===== src/rtl/chan_readout_sched.sv =====
// chan_readout_sched: per-event readout scheduler for the multi-channel digitizer.
// Detects the EOS rising edge and waits out the trigger delay. It then freezes the
// enabled channels and streams a header word followed by every frozen channel's
// samples (lowest channel first) over a valid/ready port.
module chan_readout_sched #(
    parameter int CHAN       = 8,
    parameter int ADC_WIDTH  = 12,
    parameter int DATA_WIDTH = 16
) (
    input  logic                      SYSCLK,
    input  logic                      RST,
    input  logic                      EOS,
    input  logic [CHAN-1:0]           chan_mask,
    input  logic [15:0]               trigger_delay,
    input  logic [11:0]               sample_num,
    input  logic [CHAN*ADC_WIDTH-1:0] chan_data,
    output logic [CHAN-1:0]           TRIGGER,
    output logic [CHAN-1:0]           RD_REQUEST,
    output logic [DATA_WIDTH-1:0]     DOUT,
    output logic                      DOUT_VALID,
    input  logic                      DOUT_READY,
    output logic                      BUSY,
    output logic                      EVT_DONE
);

    typedef enum logic [3:0] {
        S_IDLE,
        S_DELAY,
        S_FREEZE,
        S_HDR,
        S_SEL,
        S_REQ,
        S_CAP,
        S_OUT,
        S_DONE
    } state_t;

    state_t                  state;
    state_t                  state_nxt;

    logic                    eos_p0;
    logic                    eos_p1;
    logic                    eos_rise;

    logic [CHAN-1:0]         mask_q;
    logic [15:0]             dly_cnt;
    logic [11:0]             smp_num_q;
    logic [11:0]             smp_cnt;
    logic [11:0]             evt_cnt;
    logic [3:0]              sel;
    logic [CHAN-1:0]         sel_onehot;
    logic [ADC_WIDTH-1:0]    sel_data;
    logic [DATA_WIDTH-1:0]   hdr_word;
    logic                    out_hs;
    logic                    smp_last;

    // Lowest-index channel still frozen; callers only use it when v is nonzero.
    function automatic logic [3:0] lowest_set(input logic [CHAN-1:0] v);
        logic [3:0] idx;
        idx = '0;
        for (int i = CHAN - 1; i >= 0; i--) begin
            if (v[i]) idx = 4'(i);
        end
        return idx;
    endfunction

    assign eos_rise = eos_p0 & ~eos_p1;
    assign out_hs   = DOUT_VALID & DOUT_READY;
    assign smp_last = (smp_cnt == (smp_num_q - 12'd1));
    assign hdr_word = DATA_WIDTH'({4'hE, evt_cnt});

    // Decode the selected channel into a one-hot strobe and its sample slice.
    always_comb begin
        sel_onehot = '0;
        sel_data   = '0;
        for (int i = 0; i < CHAN; i++) begin
            if (sel == 4'(i)) begin
                sel_onehot[i] = 1'b1;
                sel_data      = chan_data[i*ADC_WIDTH +: ADC_WIDTH];
            end
        end
    end

    // Two-stage EOS sampler feeding the rising-edge detector.
    always_ff @(posedge SYSCLK) begin
        if (RST) begin
            eos_p0 <= 1'b0;
            eos_p1 <= 1'b0;
        end else begin
            eos_p0 <= EOS;
            eos_p1 <= eos_p0;
        end
    end

    // State register.
    always_ff @(posedge SYSCLK) begin
        if (RST) state <= S_IDLE;
        else     state <= state_nxt;
    end

    // Next-state logic; EOS edges are only looked at while idle.
    always_comb begin
        state_nxt = state;
        case (state)
            S_IDLE:   if (eos_rise) state_nxt = (trigger_delay != 16'd0) ? S_DELAY : S_FREEZE;
            S_DELAY:  if (dly_cnt == 16'd1) state_nxt = S_FREEZE;
            S_FREEZE: state_nxt = S_HDR;
            S_HDR:    if (out_hs) state_nxt = S_SEL;
            S_SEL:    state_nxt = ((TRIGGER == '0) || (smp_num_q == 12'd0)) ? S_DONE : S_REQ;
            S_REQ:    state_nxt = S_CAP;
            S_CAP:    state_nxt = S_OUT;
            S_OUT:    if (out_hs) state_nxt = smp_last ? S_SEL : S_REQ;
            S_DONE:   state_nxt = S_IDLE;
            default:  state_nxt = S_IDLE;
        endcase
    end

    // Event parameters captured at the EOS edge, delay countdown and channel pick.
    always_ff @(posedge SYSCLK) begin
        case (state)
            S_IDLE: begin
                if (eos_rise) begin
                    mask_q    <= chan_mask;
                    dly_cnt   <= trigger_delay;
                    smp_num_q <= sample_num;
                end
            end
            S_DELAY: dly_cnt <= dly_cnt - 16'd1;
            S_SEL:   sel     <= lowest_set(TRIGGER);
            default: ;
        endcase
    end

    // Freeze mask, output word register, sample counter and event counter.
    // TRIGGER is loaded on the edge that enters FREEZE so it rises D+1 cycles after EOS.
    always_ff @(posedge SYSCLK) begin
        if (RST) begin
            TRIGGER    <= '0;
            DOUT       <= '0;
            DOUT_VALID <= 1'b0;
            smp_cnt    <= '0;
            evt_cnt    <= '0;
        end else begin
            case (state)
                S_IDLE: begin
                    smp_cnt <= '0;
                    if (eos_rise && (trigger_delay == 16'd0)) TRIGGER <= chan_mask;
                end
                S_DELAY: begin
                    if (dly_cnt == 16'd1) TRIGGER <= mask_q;
                end
                S_FREEZE: begin
                    DOUT       <= hdr_word;
                    DOUT_VALID <= 1'b1;
                end
                S_HDR: begin
                    if (DOUT_READY) begin
                        DOUT_VALID <= 1'b0;
                        evt_cnt    <= evt_cnt + 12'd1;
                    end
                end
                S_SEL: begin
                    if (smp_num_q == 12'd0) TRIGGER <= '0;
                end
                S_CAP: begin
                    DOUT       <= {sel_data, sel};
                    DOUT_VALID <= 1'b1;
                end
                S_OUT: begin
                    if (DOUT_READY) begin
                        DOUT_VALID <= 1'b0;
                        if (smp_last) begin
                            TRIGGER <= TRIGGER & ~sel_onehot;
                            smp_cnt <= '0;
                        end else begin
                            smp_cnt <= smp_cnt + 12'd1;
                        end
                    end
                end
                default: ;
            endcase
        end
    end

    assign RD_REQUEST = (state == S_REQ) ? sel_onehot : '0;
    assign EVT_DONE   = (state == S_DONE);
    assign BUSY       = (state != S_IDLE);

endmodule


===== config.mk =====
export PLATFORM = sky130hd
export DESIGN_NAME = chan_readout_sched
export DESIGN_NICKNAME = d
export VERILOG_FILES = /design/src/rtl/chan_readout_sched.sv
export SDC_FILE = /design/constraint.sdc
export NUM_CORES = 1
export LEC_CHECK = 0
export CAP_MARGIN = 20
export CORE_MARGIN = 2
export CORE_UTILIZATION = 63
export CTS_BUF_LIST = sky130_fd_sc_hd__clkbuf_4 sky130_fd_sc_hd__clkbuf_8
export CTS_CLUSTER_SIZE = 8
export DETAILED_ROUTE_END_ITERATION = 6
export DONT_BUFFER_PORTS = 1
export PLACE_DENSITY = 0.79
export SKIP_LAST_GASP = 1
export SLEW_MARGIN = 5
export SYNTH_ARGS = -nofsm -noshare
export SYNTH_HDL_FRONTEND = slang
export SYNTH_SLANG_ARGS = --single-unit

===== constraint.sdc =====
create_clock -name SYSCLK -period 4.04 [get_ports SYSCLK]
set_clock_uncertainty 0.15 [all_clocks]
set_input_delay 0.808 -clock SYSCLK [delete_from_list [all_inputs] [get_ports SYSCLK]]
set_output_delay 0.808 -clock SYSCLK [all_outputs]
set_load 0.005 [all_outputs]

### Word level (Yosys, flattened, before mapping)

Cells that the tools add are included.

| word-level totals | value |
|---|---|
| bits in read-only memories | 0 |
| memory bits (writable) | 0 |
| register bits | 95 |
| memories | 0 |
| latch bits | 0 |
| input bits | 136 |
| logic and storage cells | 122 |

| operators by class | value |
|---|---|
| eq/ne operators | 26 |
| shift-type cells | 0 |
| $lt $le $gt $ge | 0 |
| reductions and logical operators | 26 |
| bitwise gates (word level) | 5 |
| divide/modulo/power cells | 0 |
| mux-type cells | 46 |
| add/subtract/negate cells | 4 |
| multipliers | 0 |

Operators by type and width:

| operator | number |
|---|---|
| $mux W12 | 10 |
| $pmux W16 S2 | 2 |
| $mux W8 | 6 |
| $eq A4 B3 Y1 const B | 8 |
| $pmux W4 S8 | 1 |
| $pmux W8 S4 | 1 |
| $add A12 B1 Y12 const B | 2 |
| $pmux W12 S2 | 1 |
| $mux W4 | 5 |
| $eq A16 B1 Y1 const B | 1 |
| $eq A4 B2 Y1 const B | 4 |
| $logic_not A16 Y1 | 1 |
| $mux W16 | 1 |
| $ne A2 B2 Y1 const B | 8 |
| $reduce_bool A16 Y1 | 1 |
| $sub A16 B1 Y16 const B | 1 |
| $eq A12 B12 Y1 | 1 |
| $logic_not A12 Y1 | 1 |
| $mux W3 | 4 |
| $sub A12 B1 Y12 const B | 1 |
| $mux W1 | 11 |
| $reduce_and A2 Y1 | 5 |
| $and A8 B8 Y8 | 1 |
| $eq A4 B1 Y1 const B | 2 |
| 18 further kinds | 28 |

### Logic depth before layout (Yosys ltp)

Gate-level depths: netlist of the first run.

| depth | value |
|---|---|
| depth after elaboration | 10 |
| depth in mapped cells | 10 |
| mapped depth without buffers | 9 |

### Worst setup path after synthesis of the first run

No wires, ideal clock.

| timing | value |
|---|---|
| path kind | reg-to-reg |
| start point | register smp_num_q[0] |
| end point | register TRIGGER[7] |
| arrival time | 2.672 ns |
| path buffers | 1 |
| stages on the path, launching flop included | 11 |
| library setup time | 0.088 ns |
| setup slack | 1.130 ns |
| period minus slack after synthesis | 2.910 ns |
| cells stage by stage | edfxtp_1 -> inv_1 -> ha_1 -> or3b_4 -> o21ai_1 -> or3b_1 -> a2111o_1 -> o21ai_4 -> buf_6 -> a21oi_1 -> a311oi_2 |

| on the way | value |
|---|---|
| word-level cells in the longest chain between the ends | 4 |

Ends and longest elaborated chain:

| item | RTL line | text |
|---|---|---|
| from (decl) | 47 | `logic [11:0] smp_num_q;` |
| from (signal assigned) | 125 | `smp_num_q <= sample_num;` |
| $sub A12 B1 Y12 | 69 | `assign smp_last = (smp_cnt == (smp_num_q - 12'd1));` |
| $eq A12 B12 Y1 | 69 |  |
| $ne A2 B2 Y1 (no source line) | - |  |
| $reduce_and A6 Y1 (no source line) (*) | - |  |
| to (signal assigned) | 147 | `if (eos_rise && (trigger_delay == 16'd0)) TRIGGER <= chan_mask;` |
| to (signal assigned) | 150 | `if (dly_cnt == 16'd1) TRIGGER <= mask_q;` |
| to (signal assigned) | 173 | `TRIGGER <= TRIGGER & ~sel_onehot;` |
| to (decl) | 17 | `output logic [CHAN-1:0] TRIGGER,` |

Mark *: on every way between the ends. The rest lies on a longest branch, timed or not.
A chain may end at the register's enable or synchronous reset.

### Worst setup path in the final report of the first run

| timing | value |
|---|---|
| start point | register smp_num_q[0] |
| end point | register TRIGGER[5] |

Same word-level chain as after synthesis.

==> results.rst, run 1 <==
.. list-table::
   :header-rows: 1

   * - Metric
     - Value
   * - Transition time at the pin with the least slew margin
     - 0.854 ns
   * - Post-Synthesis Net Count
     - 759
   * - Power density normalized to cell area
     - 473 mW/mm^2
   * - Number of gates resized after CTS
     - 0
   * - Area of the multi-input gates
     - 0.00306 mm^2
   * - Share of the synthesized area in the top cell type
     - 21.1%
   * - Max Clk Rate
     - 0.304 GHz
   * - DR DRC count
     - 0
   * - Dominant cell type by area after synthesis
     - sky130_fd_sc_hd__edfxtp_1
   * - Most repeated cell in the gate-level netlist after synthesis
     - sky130_fd_sc_hd__nor2_1
   * - Effective utilization at floorplan
     - 64.2%
   * - Mean number of vias per cell
     - 6.75
   * - Number of distinct library cells after synthesis
     - 62
   * - Fin nets
     - 747
   * - Final-report max-slew violation count
     - 0
   * - Cell depth of the worst min-delay path
     - 2
   * - Final count of negative-setup-slack endpoints
     - 0
   * - Hold-fix buffer count after cts
     - 0
   * - Clock-pin slew on the worst setup and hold paths
     - 0.10 ns
   * - Netlist area before placement
     - 0.00555 mm^2
   * - Reg-to-Reg End
     - TRIGGER[5]
   * - Share of the yosys chip area belonging to registers
     - 41.0%
   * - Critical path peak fanout
     - 18
   * - Post-synthesis async set-or-reset flop share
     - 0%
   * - Die Ht
     - 97.8 um
   * - Synth Warn #
     - 0
   * - Run status
     - finished, final reports clean
   * - Yosys reg bits
     - 94
   * - Largest net degree at the start of global routing
     - 48
   * - Number of ports placed on the die boundary
     - 171
   * - Violation count after the first detailed-route iteration
     - 387
   * - Total number of vias
     - 4,845
   * - H-tree Lvls
     - 3
   * - Static leakage
     - 1.95 nW
   * - Max transition margin
     - 42.6%
   * - Detail Placement HPWL
     - 10.4 mm
   * - Register-to-register setup slack
     - 0.76 ns
   * - Cell types with the largest area share after synthesis
     - sky130_fd_sc_hd__edfxtp_1 21%, sky130_fd_sc_hd__dfxtp_1 20%, sky130_fd_sc_hd__xnor2_1 4.6%
   * - Hold Crit Start
     - DOUT[10]
   * - Source of the worst register-to-register timing path
     - smp_num_q[0]
   * - Overall die width
     - 97.8 um
   * - Fraction of the cycle the final worst path needs
     - 81.3%
   * - Top cells by count, synth
     - 66 x sky130_fd_sc_hd__nor2_1, 59 x sky130_fd_sc_hd__nand2_1, 55 x sky130_fd_sc_hd__dfxtp_1
   * - Fillcell total
     - 674
   * - Antenna violations before repair
     - 0
   * - Number of hold violations in the final report
     - 0
   * - Routed wire length
     - 14.1 mm
   * - Number of buffers on the longest clock path
     - 2
   * - Crit. End Element
     - register
   * - TNS Setup
     - 0 ns
   * - Worst EP required
     - 4.14 ns
   * - Primary flip-flop cell chosen by synthesis mapping
     - sky130_fd_sc_hd__dfxtp_1
   * - Total clock buffers created by CTS
     - 9
   * - Worst reg2reg path depth
     - 9
   * - Unrepaired setup endpoints after global routing
     - false
   * - Arrival time worst endpoint
     - 3.39 ns
   * - Final worst path period need
     - 3.28 ns
   * - Number of nets still failing antenna checks after routing
     - 0
   * - Non-filler instance count after layout
     - 718
   * - Overall die area
     - 0.00957 mm^2
   * - Gr ovfl total
     - 0
   * - Diode count
     - 0
   * - Site row count
     - 34
   * - Insertion delay to the later sink of the worst-skew pair
     - 0.36 ns
   * - CTS sink count
     - 94
   * - Max Cap Viol
     - 0
   * - Buffers inserted during post-CTS setup optimization
     - 0
   * - Tightest Hold Check Type
     - register to register
   * - Critical Path Source Type
     - register
   * - Ratio of cells with drive above 1 in the final layout
     - 7.21%
   * - IO buf count
     - 0
   * - Number of global-route vias before repair
     - 4,385
   * - Register area
     - 0.00227 mm^2
   * - Clk root buf
     - sky130_fd_sc_hd__clkbuf_8
   * - Placed instance count
     - 702
   * - Number of instances in the synthesized netlist
     - 617
   * - Post-synth EDFFs
     - 39
   * - Max IR drop VDD
     - 413 uV
   * - Router iterations before antenna repair
     - 7
   * - Placeable core region
     - 0.00864 mm^2
   * - Synth-to-Final Area Change
     - 4.83%
   * - Wire length of the first global-routing pass
     - 21.8 mm
   * - Syn avg cell area
     - 8.99 um^2
   * - Mean routed wirelength per cell
     - 19.6 um
   * - Hold EP
     - DOUT[10]
   * - Routability Congestion
     - 0.887
   * - CTS tree
     - yes
   * - Combined global-route utilization of all metal layers
     - 28.2%
   * - Critical path class
     - register to register
flip-flops by register name, summed over array words and instances, names as in the netlist:
| name | cells |
|---|---|
| DOUT_VALID | 1 |
| mask_q | 8 |
| sel | 3 |
| TRIGGER | 8 |
| eos_p0 | 1 |
| state | 4 |
| evt_cnt | 12 |
| smp_num_q | 12 |
| smp_cnt | 12 |
| eos_p1 | 1 |
| DOUT | 16 |
| dly_cnt | 16 |
worst max-delay path by stage:
stage,startpoint,to,slack (ns),cells past startpoint
2_1_floorplan,smp_num_q[0],TRIGGER[7],1.13,10
3_3_place_gp,smp_num_q[0],smp_cnt[11],0.99,9
3_5_place_dp,smp_num_q[0],TRIGGER[5],0.84,9
4_1_cts,smp_num_q[0],TRIGGER[0],0.82,9
5_1_grt,smp_num_q[0],TRIGGER[0],0.60,9
6_report,smp_num_q[0],TRIGGER[5],0.76,9
power by group:
group          switching [mW]  internal, mW  total, mW
Combinational           0.437         0.296      0.733
Clock                   0.351         0.301      0.652
Sequential              0.179          1.19       1.37
Total                   0.967          1.79       2.75
area by class of cell:
cell class              count  area share (%)
clock inverters             7            1.51
flip-flops and latches     94            39.1
repair buffers             12            1.55
multi-input cells         475            52.6
inverters                  13           0.839
well taps                 108            2.32
clock buffers               9            2.13
cells in the final DEF, fill, tap and decap left out, drive strengths merged, types with 4 or more instances in the layout:
cell type | synthesis | final
nor2 | 66 | 66
nand2 | 59 | 59
dfxtp | 55 | 55
a21oi | 47 | 47
edfxtp | 39 | 39
o21ai | 35 | 35
xnor2 | 29 | 29
nor3 | 22 | 22
mux2i | 20 | 20
xor2 | 17 | 17
inv | 13 | 17
nor2b | 15 | 15
nor4 | 14 | 14
a211oi | 12 | 12
buf | 14 | 12
and3 | 10 | 10
nand3 | 10 | 10
clkbuf | 21 | 9
nand2b | 8 | 8
o221ai | 8 | 8
nand4 | 8 | 8
a311oi | 8 | 8
a221oi | 7 | 7
a222oi | 7 | 7
or3 | 7 | 7
o211ai | 6 | 6
ha | 6 | 6
a21o | 6 | 6
mux4 | 5 | 5
or4 | 5 | 5
nor3b | 4 | 4
a31oi | 4 | 4
a2bb2oi | 4 | 4
metrics by stage:
| stage | utilization, % | total power [mW] | hold slack [ns] | area, um^2 | setup slack, ns |
|---|---|---|---|---|---|
| after floorplan | - | 1.92 | 0.289 | 5550 | 1.13 |
| after global placement | 64.9 | 2.08 | 0.303 | 5600 | 0.989 |
| after detailed placement | 64.9 | 2.10 | 0.311 | 5600 | 0.840 |
| after CTS | 67.3 | 2.75 | 0.327 | 5810 | 0.818 |
| after global routing | 67.3 | 2.91 | 0.342 | 5810 | 0.604 |
| final | 67.3 | 2.75 | 0.327 | 5810 | 0.755 |
kinds of logic after synthesis:
| family | share of synthesized area (%) |
|---|---|
| compound gates | 18.8 |
| xor+xnor | 7.26 |
| fa+ha+maj | 1.35 |
| buf+inv | 3.92 |
| flops | 41.0 |
| mux | 6.25 |
| simple gates | 21.4 |
layer usage:
layer	part of all wire [%]	track usage, %	vias to the layer above
li1	-	-	2267
met1	43	40.7	2290
met5	0	0	-
met3	11	8.38	16
met2	45	40.8	272
met4	1.4	9.08	0
critical path: stages, from the launching register on:
cell	delay, ns
sky130_fd_sc_hd__edfxtp_1	0.47
sky130_fd_sc_hd__inv_1	0.12
sky130_fd_sc_hd__ha_1	0.19
sky130_fd_sc_hd__or3b_4	0.42
sky130_fd_sc_hd__o21ai_1	0.11
sky130_fd_sc_hd__or3b_1	0.35
sky130_fd_sc_hd__a2111o_1	0.48
sky130_fd_sc_hd__o21ai_4	0.43
sky130_fd_sc_hd__a21oi_1	0.16
sky130_fd_sc_hd__a311oi_1	0.29
Note: power is estimated with default switching activity, not from simulation.
==> run 2, diff against run 1 <==
--- a/config.mk
+++ b/config.mk
@@ -7,7 +7,7 @@
 export LEC_CHECK = 0
 export CAP_MARGIN = 20
 export CORE_MARGIN = 2
-export CORE_UTILIZATION = 63
+export CORE_UTILIZATION = 60
 export CTS_BUF_LIST = sky130_fd_sc_hd__clkbuf_4 sky130_fd_sc_hd__clkbuf_8
 export CTS_CLUSTER_SIZE = 8
 export DETAILED_ROUTE_END_ITERATION = 6
==> constraint.sdc (replaced) <==
create_clock -name SYSCLK -period 2.7 [get_ports SYSCLK]
set_clock_uncertainty 0.15 [all_clocks]
set_input_delay 0.54 -clock SYSCLK [delete_from_list [all_inputs] [get_ports SYSCLK]]
set_output_delay 0.54 -clock SYSCLK [all_outputs]
set_load 0.005 [all_outputs]
==> run 2 against run 1 <==
  * The run now ends with negative setup slack left
  * Highest routed layer unchanged
  * Global-route usage grew 4.2 points
  * Largest cell class unchanged
  * Clock power grew 69%
  * Sequential cell count is the same
  * Count of clock-buffer cells in the layout grew 1
==> results.rst, run 2 (same netlist as run 1, synthesis figures left out) <==
.. list-table::
   :header-rows: 1

   * - Metric
     - Value
   * - Worst EP required
     - 2.83 ns (was 4.14 ns)
   * - Placed instance count
     - 733 (was 702)
   * - Max IR drop VDD
     - 343 uV (was 413 uV)
   * - Combined global-route utilization of all metal layers
     - 32.3% (was 28.2%)
   * - Finished layout cell area
     - 0.00631 mm^2 (was 0.00581 mm^2)
   * - Transition time at the pin with the least slew margin
     - 1.01 ns (was 0.854 ns)
   * - Total power draw
     - 4.38 mW (was 2.75 mW)
   * - DR DRC count
     - 0 (unchanged)
   * - Crit-path leading delay family
     - compound AO/OA/AOI/OAI gates (unchanged)
   * - Number of global-route vias before repair
     - 4,892 (was 4,385)
   * - Max Cap Viol
     - 0 (unchanged)
   * - Fillcell total
     - 696 (was 674)
   * - Router iterations before antenna repair
     - 6 (was 7)
   * - Total buffers and inverters traversed by the critical path
     - 3 (was 1)
   * - Fraction of the cycle the final worst path needs
     - 109% (was 81.3%)
   * - Unrepaired setup endpoints after global routing
     - true (was false)
   * - Max Clk Rate
     - 0.340 GHz (was 0.304 GHz)
   * - Commonest non-fill, non-tap cell in the layout
     - sky130_fd_sc_hd__nor2_1 (unchanged)
   * - Static leakage
     - 2.20 nW (was 1.95 nW)
   * - Tightest Hold Check Type
     - input pin to register (was register to register)
   * - Detail Placement HPWL
     - 12.3 mm (was 10.4 mm)
   * - Placeable core region
     - 0.00911 mm^2 (was 0.00864 mm^2)
   * - Effective utilization at floorplan
     - 60.9% (was 64.2%)
   * - Synth-to-Final Area Change
     - 13.7% (was 4.83%)
   * - GRT Max-Usage Layer
     - met2 (unchanged)
   * - Total number of vias
     - 5,027 (was 4,845)
   * - Site row count
     - 35 (was 34)
   * - Mean number of vias per cell
     - 6.55 (was 6.75)
   * - Critical path's slowest cell
     - sky130_fd_sc_hd__a2111o_1 (unchanged)
   * - CTS tree
     - yes (unchanged)
   * - CTS sink count
     - 94 (unchanged)
   * - Arrival time worst endpoint
     - 3.07 ns (was 3.39 ns)
   * - Crit. End Element
     - register (unchanged)
   * - Overall die width
     - 100 um (was 97.8 um)
   * - Final-report max-slew violation count
     - 0 (unchanged)
   * - Clk root buf
     - sky130_fd_sc_hd__clkbuf_8 (unchanged)
   * - Final worst path period need
     - 2.94 ns (was 3.28 ns)
   * - Critical path peak fanout
     - 7 (was 18)
   * - Gr ovfl total
     - 0 (unchanged)
   * - Clock-pin slew on the worst setup and hold paths
     - 0.10 ns (about the same)
   * - Post-Place Cell Area
     - 0.00586 mm^2 (was 0.00560 mm^2)
   * - Wire length of the first global-routing pass
     - 25.1 mm (was 21.8 mm)
   * - Non-filler instance count after layout
     - 767 (was 718)
   * - Worst Setup SP
     - smp_num_q[0] (unchanged)
   * - Delay of the slowest cell on the worst path
     - 0.45 ns (was 0.48 ns)
   * - Number of buffers on the longest clock path
     - 2 (unchanged)
   * - Number of nets still failing antenna checks after routing
     - 0 (unchanged)
   * - Power density normalized to cell area
     - 694 mW/mm^2 (was 473 mW/mm^2)
   * - Commonest non-fill, non-tap cells in the layout
     - 65 x sky130_fd_sc_hd__nor2_1, 59 x sky130_fd_sc_hd__nand2_1, 54 x sky130_fd_sc_hd__dfxtp_1 (was 66 x sky130_fd_sc_hd__nor2_1, 59 x sky130_fd_sc_hd__nand2_1, 55 x sky130_fd_sc_hd__dfxtp_1)
   * - Total clock buffers created by CTS
     - 9 (unchanged)
   * - Hold Crit Start
     - RST (was DOUT[10])
   * - Insertion delay to the later sink of the worst-skew pair
     - 0.37 ns (was 0.36 ns)
   * - H-tree Lvls
     - 3 (unchanged)
   * - Met3 global-route usage
     - 7.38% (was 8.38%)
   * - Die Ht
     - 100 um (was 97.8 um)
   * - Failing checks
     - negative setup slack
   * - GRT met1 Usage
     - 36.7% (was 40.7%)
   * - Run status
     - finished with violations (was finished, final reports clean)
   * - Ratio of cells with drive above 1 in the final layout
     - 16.5% (was 7.21%)
   * - Source of the worst register-to-register timing path
     - smp_num_q[0] (unchanged)
   * - Number of hold violations in the final report
     - 0 (unchanged)
   * - Mean routed wirelength per cell
     - 21.7 um (was 19.6 um)
   * - Routed wire length
     - 16.6 mm (was 14.1 mm)
   * - Max transition margin
     - 32.2% (was 42.6%)
   * - Violation count after the first detailed-route iteration
     - 289 (was 387)
   * - Setup slack of the critical path after layout
     - -0.239 ns (was 0.755 ns)
   * - Critical path class
     - register to register (unchanged)
   * - Antenna violations before repair
     - 3 (was 0)
   * - IO buf count
     - 0 (unchanged)
   * - Final count of negative-setup-slack endpoints
     - 21 (was 0)
   * - Largest net degree at the start of global routing
     - 48 (unchanged)
   * - Largest registers
     - DOUT x16, dly_cnt x16 (unchanged)
   * - Fin nets
     - 790 (was 747)
   * - Cells traversed along the worst timing path
     - inv_2 > ha_4 > or3b_4 > o21ai_2 > or3b_1 > a2111o_1 > o21ai_4 > buf_12 > buf_8 > a21oi_2 > a311oi_2 (was inv_1 > ha_1 > or3b_4 > o21ai_1 > or3b_1 > a2111o_1 > o21ai_4 > a21oi_1 > a311oi_1)
   * - Routability Congestion
     - 0.931 (was 0.887)
   * - Number of ports placed on the die boundary
     - 171 (unchanged)
   * - Critical Path Source Type
     - register (unchanged)
   * - Overall die area
     - 0.0100 mm^2 (was 0.00957 mm^2)
   * - GR Layer Usage met2
     - 56.7% (was 40.8%)
==> run 2: layer usage <==
| metal | wire [um] | vias up |
|---|---|---|
| met5 | 0 | - |
| met4 | 735 | 0 |
| met3 | 1250 | 52 |
| met2 | 8530 | 245 |
| met1 | 6100 | 2379 |
| li1 | - | 2351 |
==> run 2: power breakdown <==
| part | total (mW) | switching [mW] | internal (mW) |
|---|---|---|---|
| clock | 1.10 | 0.544 | 0.553 |
| combinational | 1.23 | 0.710 | 0.523 |
| sequential | 2.05 | 0.267 | 1.78 |
==> run 2: stage by stage <==
stage | util (%) | hold WS, ns | TNS (ns) | setup slack (ns)
after floorplan | - | 0.289 | -0.568 | -0.0953
after global placement | 64.4 | 0.301 | -0.123 | -0.0241
after detailed placement | 64.4 | 0.312 | -1.95 | -0.209
after CTS | 68.2 | 0.0770 | -1.98 | -0.220
after global routing | 69.2 | 0.0695 | -4.40 | -0.297
final | 69.2 | 0.0897 | -2.58 | -0.239
==> run 2: timing repair <==
item,in CTS,in global routing
hold endpoints to repair,0,0
pin swaps,13,7
setup endpoints to repair,21,22
hold buffers,0,0
gates resized for setup,15,11
buffers inserted,12,4
==> run 2: layout make-up <==
cell class	instances	area [um^2]	area share [%]
clock inverter	6	90.1	1.43
multi-input combinational	475	3160	50.1
antenna	3	7.51	0.119
tap	111	139	2.20
timing repair buffer	55	449	7.12
inverter	13	48.8	0.774
clock buffer	10	138	2.18
sequential	94	2270	36.0
==> run 2: path summary, 6_finish.rpt <==
kind,endpoint,slack (ns),depth (start not counted)
hold / removal,state[0],0.09,1
setup / recovery,TRIGGER[7],-0.24,11
setup reg to reg,TRIGGER[7],-0.24,11
hold reg to reg,DOUT[3],0.33,2
==> run 3, diff against run 2 <==
--- a/config.mk
+++ b/config.mk
@@ -5,7 +5,6 @@
 export SDC_FILE = /design/constraint.sdc
 export NUM_CORES = 1
 export LEC_CHECK = 0
-export CAP_MARGIN = 20
 export CORE_MARGIN = 2
 export CORE_UTILIZATION = 60
 export CTS_BUF_LIST = sky130_fd_sc_hd__clkbuf_4 sky130_fd_sc_hd__clkbuf_8
@@ -14,7 +13,6 @@
 export DONT_BUFFER_PORTS = 1
 export PLACE_DENSITY = 0.79
 export SKIP_LAST_GASP = 1
-export SLEW_MARGIN = 5
 export SYNTH_ARGS = -nofsm -noshare
 export SYNTH_HDL_FRONTEND = slang
 export SYNTH_SLANG_ARGS = --single-unit
==> constraint.sdc (replaced) <==
create_clock -name SYSCLK -period 2.7 [get_ports SYSCLK]
set_clock_uncertainty 0.15 [all_clocks]
set_input_delay 0.54 -clock SYSCLK [delete_from_list [all_inputs] [get_ports SYSCLK]]
set_output_delay 0.54 -clock SYSCLK [all_outputs]
set_load 0.05 [all_outputs]
==> run 3 against run 2 <==
  * The run still ends with negative setup slack left
  * Power rose by 3.4%
  * Setup slack got worse by 0.099 ns
  * Via count rose by 3.0%
  * Die area did not move
  * Global-route usage fell by 0.44 points
  * Register-to-register slack got worse by 0.099 ns
  * Critical path type unchanged
  * Largest cell class unchanged
  * Highest routed layer unchanged
==> results.rst, run 3 (same netlist as run 1, synthesis figures left out) <==
.. list-table::
   :header-rows: 1

   * - Metric
     - Value
   * - Run status
     - finished with violations (unchanged)
   * - Failing checks
     - negative setup slack (unchanged)
   * - Worst slack, placed
     - -0.197 ns (was -0.209 ns)
   * - Combined global-route utilization of all metal layers
     - 31.9% (was 32.3%)
   * - Static leakage
     - 2.23 nW (was 2.20 nW)
   * - Arrival time worst endpoint
     - 3.17 ns (was 3.07 ns)
   * - Routed wire length
     - 16.7 mm (was 16.6 mm)
   * - Overall die area
     - 0.0100 mm^2 (unchanged)
   * - Cells traversed along the worst timing path
     - inv_2 > ha_4 > or3b_4 > o21ai_2 > or3b_1 > a2111o_1 > o21ai_4 > buf_12 > buf_6 > a21oi_2 > a311oi_2 (was inv_2 > ha_4 > or3b_4 > o21ai_2 > or3b_1 > a2111o_1 > o21ai_4 > buf_12 > buf_8 > a21oi_2 > a311oi_2)
   * - Hold Crit Start
     - RST (unchanged)
   * - Core utilization of the finished layout
     - 69.9% (was 69.2%)
   * - Mean routed wirelength per cell
     - 21.6 um (was 21.7 um)
   * - Termination of the worst setup path
     - TRIGGER[6] (was TRIGGER[7])
   * - Post-Place Cell Area
     - 0.00597 mm^2 (was 0.00586 mm^2)
   * - Router iterations before antenna repair
     - 5 (was 6)
   * - Site row count
     - 35 (unchanged)
   * - Register-to-register setup slack
     - -0.34 ns (was -0.24 ns)
   * - Final-report max-slew violation count
     - 0 (unchanged)
   * - Max IR drop VDD
     - 302 uV (was 343 uV)
   * - Ratio of cells with drive above 1 in the final layout
     - 16.9% (was 16.5%)
   * - Critical Path Source Type
     - register (unchanged)
   * - Antenna violations before repair
     - 1 (was 3)
   * - DR DRC count
     - 0 (unchanged)
   * - Detail Placement HPWL
     - 12.1 mm (was 12.3 mm)
   * - Fraction of the cycle the final worst path needs
     - 113% (was 109%)
   * - Delay of the slowest cell on the worst path
     - 0.47 ns (was 0.45 ns)
   * - Unrepaired setup endpoints after global routing
     - true (unchanged)
   * - Number of hold violations in the final report
     - 0 (unchanged)
   * - Routability Congestion
     - 0.923 (was 0.931)
   * - Commonest non-fill, non-tap cells in the layout
     - 65 x sky130_fd_sc_hd__nor2_1, 59 x sky130_fd_sc_hd__nand2_1, 53 x sky130_fd_sc_hd__dfxtp_1, 53 x sky130_fd_sc_hd__buf_4, 42 x sky130_fd_sc_hd__a21oi_1 (was 65 x sky130_fd_sc_hd__nor2_1, 59 x sky130_fd_sc_hd__nand2_1, 54 x sky130_fd_sc_hd__dfxtp_1)
   * - Largest registers
     - DOUT x16, dly_cnt x16 (unchanged)
   * - H-tree Lvls
     - 3 (unchanged)
   * - Max Cap Viol
     - 0 (unchanged)
   * - Gr ovfl total
     - 0 (unchanged)
   * - Clk root buf
     - sky130_fd_sc_hd__clkbuf_8 (unchanged)
   * - Finished layout cell area
     - 0.00636 mm^2 (was 0.00631 mm^2)
   * - Worst reg2reg path depth
     - 11 (unchanged)
   * - Violation count after the first detailed-route iteration
     - 416 (was 289)
   * - Placed instance count
     - 741 (was 733)
   * - Total power draw
     - 4.53 mW (was 4.38 mW)
   * - IO buf count
     - 0 (unchanged)
   * - Placeable core region
     - 0.00911 mm^2 (unchanged)
   * - Number of buffers on the longest clock path
     - 2 (unchanged)
   * - Largest net degree at the start of global routing
     - 48 (unchanged)
   * - Total buffers and inverters traversed by the critical path
     - 3 (unchanged)
   * - Fin nets
     - 798 (was 790)
   * - Commonest non-fill, non-tap cell in the layout
     - sky130_fd_sc_hd__nor2_1 (unchanged)
   * - Max transition margin
     - 34.1% (was 32.2%)
   * - Number of nets still failing antenna checks after routing
     - 0 (unchanged)
   * - Crit. End Element
     - register (unchanged)
   * - Total clock buffers created by CTS
     - 9 (unchanged)
   * - Critical path class
     - register to register (unchanged)
   * - Mean number of vias per cell
     - 6.70 (was 6.55)
   * - Critical path peak fanout
     - 7 (unchanged)
   * - Clock-pin slew on the worst setup and hold paths
     - 0.10 ns (about the same)
   * - Setup slack of the critical path after layout
     - -0.338 ns (was -0.239 ns)
   * - Number of ports placed on the die boundary
     - 171 (unchanged)
   * - Final worst path period need
     - 3.04 ns (was 2.94 ns)
   * - Insertion delay to the later sink of the worst-skew pair
     - 0.37 ns (about the same)
   * - Final count of negative-setup-slack endpoints
     - 20 (was 21)
   * - Die Ht
     - 100 um (unchanged)
   * - Synth-to-Final Area Change
     - 14.7% (was 13.7%)
   * - Tightest Hold Check Type
     - input pin to register (unchanged)
   * - Power density normalized to cell area
     - 711 mW/mm^2 (was 694 mW/mm^2)
   * - Wire length of the first global-routing pass
     - 24.9 mm (was 25.1 mm)
   * - Worst Setup SP
     - smp_num_q[0] (unchanged)
   * - CTS sink count
     - 94 (unchanged)
   * - Critical path's slowest cell
     - sky130_fd_sc_hd__a2111o_1 (unchanged)
   * - Worst EP required
     - 2.83 ns (about the same)
   * - Effective utilization at floorplan
     - 60.9% (unchanged)
   * - Number of global-route vias before repair
     - 5,034 (was 4,892)
   * - Total number of vias
     - 5,177 (was 5,027)
   * - Crit-path leading delay family
     - compound AO/OA/AOI/OAI gates (unchanged)
   * - Path length in cells of the critical path
     - 11 (unchanged)
   * - Source of the worst register-to-register timing path
     - smp_num_q[0] (unchanged)
   * - Non-filler instance count after layout
     - 773 (was 767)
   * - Transition time at the pin with the least slew margin
     - 0.981 ns (was 1.01 ns)
   * - Reg-to-Reg End
     - TRIGGER[6] (was TRIGGER[7])
   * - Max Clk Rate
     - 0.329 GHz (was 0.340 GHz)
   * - CTS tree
     - yes (unchanged)
   * - Overall die width
     - 100 um (unchanged)
==> run 3: changes by cell type in the layout (fill, tap and decap cells not counted), moves of 2 or more <==
cell	previous run	this run
sky130_fd_sc_hd__bufinv_16	2	0
sky130_fd_sc_hd__nor3_1	19	21
sky130_fd_sc_hd__buf_4	51	53
sky130_fd_sc_hd__diode_2	3	1
sky130_fd_sc_hd__nor3_2	3	1
sky130_fd_sc_hd__buf_12	2	7
==> run 3: layout make-up <==
cell class / instances / area [um^2]
Antenna cell: 1 / 2.50
Clock buffer: 10 / 138
Clock inverter: 6 / 50.0
Fill cell: 680 / 2750
Inverter: 13 / 48.8
Multi-Input combinational cell: 476 / 3150
Sequential cell: 94 / 2270
Tap cell: 111 / 139
Timing Repair Buffer: 62 / 561
==> run 3: routing by layer <==
layer  global-route usage, %  vias to the layer above  wire length (um)
met2                    56.6                      307              8570
met3                    9.40                       53              1390
met5                       0                        -                 0
met1                    34.9                     2455              5950
li1                        -                     2362                 -
met4                    15.0                        0               774
==> run 3: timing repair <==
item,in CTS,in global routing
endpoints found under the setup margin,21,23
gates cloned,1,1
hold buffers,0,0
gates resized for setup,10,10
endpoints found under the hold margin,0,0
buffers inserted,9,6
pin swaps,1,11
==> run 3: where the power goes <==
group	total (mW)	leakage, nW	internal, mW	switching, mW
Clock	0.916	0.0952	0.373	0.542
Sequential	2.26	0.811	1.78	0.483
Combinational	1.35	1.33	0.564	0.783
Total	4.53	2.23	2.72	1.81
==> run 3: through the flow <==
step	TNS, ns	hold slack [ns]
after floorplan	-1.46	0.289
after global placement	-0.188	0.307
after detailed placement	-1.22	0.315
after CTS	-1.76	0.0718
after global routing	-7.19	0.0699
final	-5.08	0.0859
==> run 3: worst min path at each step <==
stage,to,slack (ns),depth (start not counted)
after CTS,DOUT[10],0.07,1
after global routing,DOUT_VALID,0.07,1
after floorplan,eos_p1,0.29,1
final,smp_cnt[0],0.09,1
after detailed placement,eos_p1,0.32,1
after global placement,eos_p1,0.31,1
